===== src/rtl/pc_unit.sv =====
// Program-counter unit for the RV32 front end. Holds the fetch address,
// advances it under the fetch handshake and handles stall, redirect,
// trap entry, MRET return, misaligned-target traps and the double-fault lock.
module pc_unit #(
  parameter int                XLEN      = 32,
  parameter logic [XLEN-1:0]   RESET_VEC = '0,
  parameter logic [XLEN-1:0]   TRAP_VEC  = XLEN'(32'h0000_0100),
  parameter int                INC       = 4
) (
  input  logic            clk,
  input  logic            reset,
  input  logic            stall,
  input  logic            fetch_ready,
  input  logic            redirect_valid,
  input  logic [XLEN-1:0] redirect_target,
  input  logic            trap_req,
  input  logic [3:0]      trap_cause_in,
  input  logic            mret,
  output logic [XLEN-1:0] addr,
  output logic            fetch_valid,
  output logic [XLEN-1:0] epc,
  output logic [XLEN-1:0] tval,
  output logic [3:0]      cause,
  output logic            in_handler,
  output logic            locked
);

  typedef enum logic [1:0] {
    S_BOOT    = 2'd0,
    S_RUN     = 2'd1,
    S_HANDLER = 2'd2,
    S_LOCKED  = 2'd3
  } state_t;

  state_t          r_state;
  state_t          w_state_nxt;

  logic [XLEN-1:0] r_addr;
  logic [XLEN-1:0] r_epc;
  logic [XLEN-1:0] r_tval;
  logic [3:0]      r_cause;
  logic            r_fetch_valid;
  logic            r_in_handler;
  logic            r_locked;

  logic [XLEN-1:0] w_addr_nxt;
  logic [XLEN-1:0] w_epc_nxt;
  logic [XLEN-1:0] w_tval_nxt;
  logic [3:0]      w_cause_nxt;
  logic            w_fetch_valid_nxt;
  logic            w_in_handler_nxt;
  logic            w_locked_nxt;

  logic            w_mis;
  logic            w_trap_any;
  logic            w_active;

  // A redirect to a non-word-aligned target is treated as a trap source;
  // an explicit trap request always wins over it for cause/tval.
  assign w_mis      = redirect_valid && (redirect_target[1:0] != 2'b00);
  assign w_trap_any = trap_req || w_mis;
  assign w_active   = (r_state == S_RUN) || (r_state == S_HANDLER);

  // State register plus registered status outputs.
  always_ff @(posedge clk) begin
    if (reset) begin
      r_state       <= S_BOOT;
      r_fetch_valid <= 1'b0;
      r_in_handler  <= 1'b0;
      r_locked      <= 1'b0;
    end else begin
      r_state       <= w_state_nxt;
      r_fetch_valid <= w_fetch_valid_nxt;
      r_in_handler  <= w_in_handler_nxt;
      r_locked      <= w_locked_nxt;
    end
  end

  // Next-state logic: trap beats mret; mret only leaves HANDLER.
  always_comb begin
    w_state_nxt = r_state;
    unique case (r_state)
      S_BOOT:    w_state_nxt = S_RUN;
      S_RUN:     if (w_trap_any) w_state_nxt = S_HANDLER;
      S_HANDLER: begin
        if (w_trap_any)  w_state_nxt = S_LOCKED;
        else if (mret)   w_state_nxt = S_RUN;
      end
      S_LOCKED:  w_state_nxt = S_LOCKED;
      default:   w_state_nxt = S_BOOT;
    endcase
  end

  // Output decode of the next state, so the status flags are registered
  // and line up with the state they describe.
  always_comb begin
    w_fetch_valid_nxt = (w_state_nxt == S_RUN) || (w_state_nxt == S_HANDLER);
    w_in_handler_nxt  = (w_state_nxt == S_HANDLER);
    w_locked_nxt      = (w_state_nxt == S_LOCKED);
  end

  // PC and trap-CSR next values following the per-edge priority order.
  always_comb begin
    w_addr_nxt  = r_addr;
    w_epc_nxt   = r_epc;
    w_tval_nxt  = r_tval;
    w_cause_nxt = r_cause;
    if (w_active) begin
      if (w_trap_any) begin
        // Only the first trap records context; a nested one just locks.
        if (r_state == S_RUN) begin
          w_epc_nxt   = r_addr;
          w_cause_nxt = trap_req ? trap_cause_in : 4'd0;
          w_tval_nxt  = trap_req ? '0 : redirect_target;
          w_addr_nxt  = TRAP_VEC;
        end
      end else if (mret && (r_state == S_HANDLER)) begin
        w_addr_nxt = r_epc;
      end else if (redirect_valid) begin
        // Redirect is a flush: ignores stall and fetch_ready.
        w_addr_nxt = redirect_target;
      end else if (stall) begin
        w_addr_nxt = r_addr;
      end else if (fetch_ready) begin
        w_addr_nxt = r_addr + XLEN'(INC);
      end
    end
  end

  // PC and trap-CSR registers.
  always_ff @(posedge clk) begin
    if (reset) begin
      r_addr  <= RESET_VEC;
      r_epc   <= '0;
      r_tval  <= '0;
      r_cause <= 4'd0;
    end else begin
      r_addr  <= w_addr_nxt;
      r_epc   <= w_epc_nxt;
      r_tval  <= w_tval_nxt;
      r_cause <= w_cause_nxt;
    end
  end

  assign addr        = r_addr;
  assign fetch_valid = r_fetch_valid;
  assign epc         = r_epc;
  assign tval        = r_tval;
  assign cause       = r_cause;
  assign in_handler  = r_in_handler;
  assign locked      = r_locked;

endmodule


===== config.mk =====
export PLATFORM = sky130hd
export DESIGN_NAME = pc_unit
export DESIGN_NICKNAME = d
export VERILOG_FILES = /design/src/rtl/pc_unit.sv
export SDC_FILE = /design/constraint.sdc
export NUM_CORES = 1
export LEC_CHECK = 0
export BUFFER_PORTS_ARGS = -buffer_cell sky130_fd_sc_hd__buf_2
export CAP_MARGIN = 20
export CORE_MARGIN = 4
export CORE_UTILIZATION = 54
export CTS_BUF_LIST = sky130_fd_sc_hd__clkbuf_4 sky130_fd_sc_hd__clkbuf_8
export DETAILED_ROUTE_END_ITERATION = 8
export GPL_TIMING_DRIVEN = 0
export HOLD_SLACK_MARGIN = 0.12
export PLACE_DENSITY = 0.82
export SETUP_SLACK_MARGIN = 0.2
export SYNTH_ARGS = -nofsm -noshare
export SYNTH_HDL_FRONTEND = slang
export SYNTH_SLANG_ARGS = --single-unit

===== constraint.sdc =====
create_clock -name clk -period 2.75 [get_ports clk]
set_input_delay 0.1375 -clock clk [delete_from_list [all_inputs] [get_ports clk]]
set_output_delay 0.1375 -clock clk [all_outputs]
set_load 0.005 [all_outputs]

==> results.md <==
* Row count at 35
* Initial antenna violation count at 0
* Final worst path period share at 89.8%
* Clk_lat worst skew at 0.38 ns
* Post-Syn Area per Cell at 7.70 sq um
* Worst Max-Slew Pin Slew at 0.840 ns
* Met3 routed WL at 2400 um
* Worst Setup Start Kind: flip-flop
* Post-route cell area at 6590 sq um
* Post-Place Cells at 944
* FF-to-FF setup slack at 0.28 ns
* Number of global-route vias before repair at 5,741
* Number of max-cap violations at 0
* Leak Pwr at 2.68 nW
* Synth cell types at 64
* EDFF count, synth at 0
* Filler-free cell count of the finished design at 991
* Arr. time, crit path at 2.80 ns
* Min cycle time layout at 2.47 ns
* Final setup TNS at 0 ns
* Clock Sink Count at 105
* Met1 WL at 7950 um
* Register bit total from synthesis at 105
* Largest net degree at the start of global routing at 20
* Post-DP HPWL at 14,400 um
* Commonest non-fill, non-tap cell in the layout: buf_2
* GPL Wtd Cong at 0.971
* Clock tree buffer depth at 2
* Remaining global-route overflow at 0
* Final hold violation count at 0
* Vias per cell at 6.21
* Pre-CTS WS at -0.0594 ns
* Headroom to the max-slew limit at 43.8%
* Die area at 11,200 sq um
* Worst-path clk slew at 0.11 ns
* Async S/R FF share, synth at 0%
* Clock root cell: clkbuf_8
* I/O pin cnt at 146
* Slew Viols, Final at 0
* Detailed Routing Iterations Pass 1 at 6
* First-pass GRT wire length at 31,400 um
* Max Freq at 405 MHz
* Pwr dens at 457 nW/um^2
* Drc violations at 0
* Postcts setup bufs at 0
* CP top delay family: compound AO/OA/AOI/OAI gates
* Yosys warning total at 0
* Number of buffers created by CTS at 9
* Buf/Inv on CP at 1
* Die W at 106 um
* CTS tree: done
* Final core occ at 71.0%
* Crit. End Element: flip-flop
* Fin worst setup slack at 0.281 ns
* Critical path peak fanout at 10
* N_diodes at 0
* Routed Wire Length at 20,200 um
* CP cell instances: inv_1 -> ha_1 -> nor2b_2 -> o2111ai_2 -> o41ai_1 -> a22o_1
* Critical path type: flip-flop to flip-flop
* Port bufs at 144
* Number of DRC markers in iteration 0 at 648
* Area delta synth->final at 27.5%
* # setup viols final at 0
* Initial Util at 55.7%
* Vias after detailed routing at 6,155
* Min-Delay Path Class: primary input to flip-flop
* All-Layer GR Usage at 35.6%
* Status: completed
* Nets at 908
* H-tree depth at 3
* CP max-delay cell: o41ai_1
* Synthesized cell area at 5170 sq um
* Slowest stage delay, CP at 0.52 ns
* Synthesized Nets at 721
* Core ar. at 9280 sq um
* Most frequent cells in the layout: buf_2 (152), nand2_1 (126), dfxtp_1 (105)
* RSZ-0062 raised after global routing: true
* Die H at 106 um
* CP required at 3.08 ns
* Register area share after synthesis at 40.7%
* WL met2 at 9160 um
* Syn Inst Count at 671
* Placed Area at 6050 sq um
* Peak VDD IR at 0.000325 V
* Layout cells sized above 1 at 22.2%
* Fin Clk Skew at 0.0147 ns
* Detail Route Antenna Nets at 0
* Routed WL per cell at 20.4 um
* Dominant synthesized flop cell: dfxtp_1
* Top layer in use: met4
## sequential cells by signal, summed over array words and instances (netlist names)
name	flops
addr	32
cause	4
epc	32
fetch_valid	1
in_handler	1
locked	1
r_state	2
tval	32
## tightest hold or removal path: cells and delay by family
kind | cells | cell delay, ns
AOI/OAI and AO/OA | 1 | 0.11
and+or+nand+nor | 2 | 0.11
buffers and inverters | 1 | 0.13
## kinds of logic after synthesis
kind of cell / Yosys count / share of synthesized area, %
AND/OR/NAND/NOR: 273 / 24.9
AO/OA/AOI/OAI: 207 / 25.2
flip-flops: 105 / 40.7
buffers and inverters: 65 / 4.89
multiplexers: 8 / 1.60
adder cells (fa/ha/maj): 7 / 1.69
XOR/XNOR: 6 / 1.02
## area by class of cell
cell class | count | area, sq um
Timing Repair Buffer | 176 | 1040
Inverter | 13 | 48.8
Clock inverter | 6 | 62.6
Fill cell | 808 | 2700
Sequential cell | 105 | 2100
Tap cell | 129 | 161
Multi-Input combinational cell | 501 | 2840
Clock buffer | 9 | 124
Buffer | 52 | 214
## through the flow
stage | total power, mW | hold WS, ns
2_1_floorplan | 1.84 | 0.286
3_3_place_gp | 2.01 | 0.374
3_5_place_dp | 2.02 | 0.382
4_1_cts | 2.99 | 0.135
5_1_grt | 3.11 | 0.152
6_report | 3.01 | 0.152
## synthesized netlist by cell type, drive strengths merged, types with 8 or more instances
| master | n | area [sq um] |
|---|---|---|
| a21oi | 87 | 435 |
| and3 | 9 | 56.3 |
| buf | 11 | 50.0 |
| clkbuf | 41 | 154 |
| dfxtp | 105 | 2100 |
| inv | 13 | 48.8 |
| nand2 | 126 | 473 |
| nand3 | 36 | 185 |
| nor2 | 40 | 150 |
| nor3 | 14 | 70.1 |
| o21ai | 35 | 175 |
| o2bb2ai | 8 | 70.1 |
| o31ai | 10 | 75.1 |
| or3 | 11 | 68.8 |
## worst paths after layout
kind	startpoint	end	cells after the start
worst max-delay path	r_state[0]	addr[18]	6
worst max register to register	r_state[0]	addr[18]	6
worst min-delay path	trap_req	tval[7]	4
worst min register to register	tval[17]	tval[17]	2
## power by group
| group | switching [mW] | leakage, nW | internal (mW) |
|---|---|---|---|
| clock | 0.612 | 0.0950 | 0.349 |
| sequential | 0.0318 | 0.848 | 1.55 |
| combinational | 0.299 | 1.74 | 0.170 |
## timing repair
action / CTS / global route
hold endpoints to repair: 36 / 0
gates cloned: 0 / 0
setup endpoints to repair: 24 / 79
resized for setup: 6 / 11
hold buffers: 32 / 0
## routing by layer
metal / GRT usage, % / vias to the layer above
met4: 13.0 / 0
met3: 8.21 / 63
li1: - / 2777
met1: 47.1 / 2901
met2: 56.9 / 414
met5: 0 / -
(Power assumes the default switching activity.)
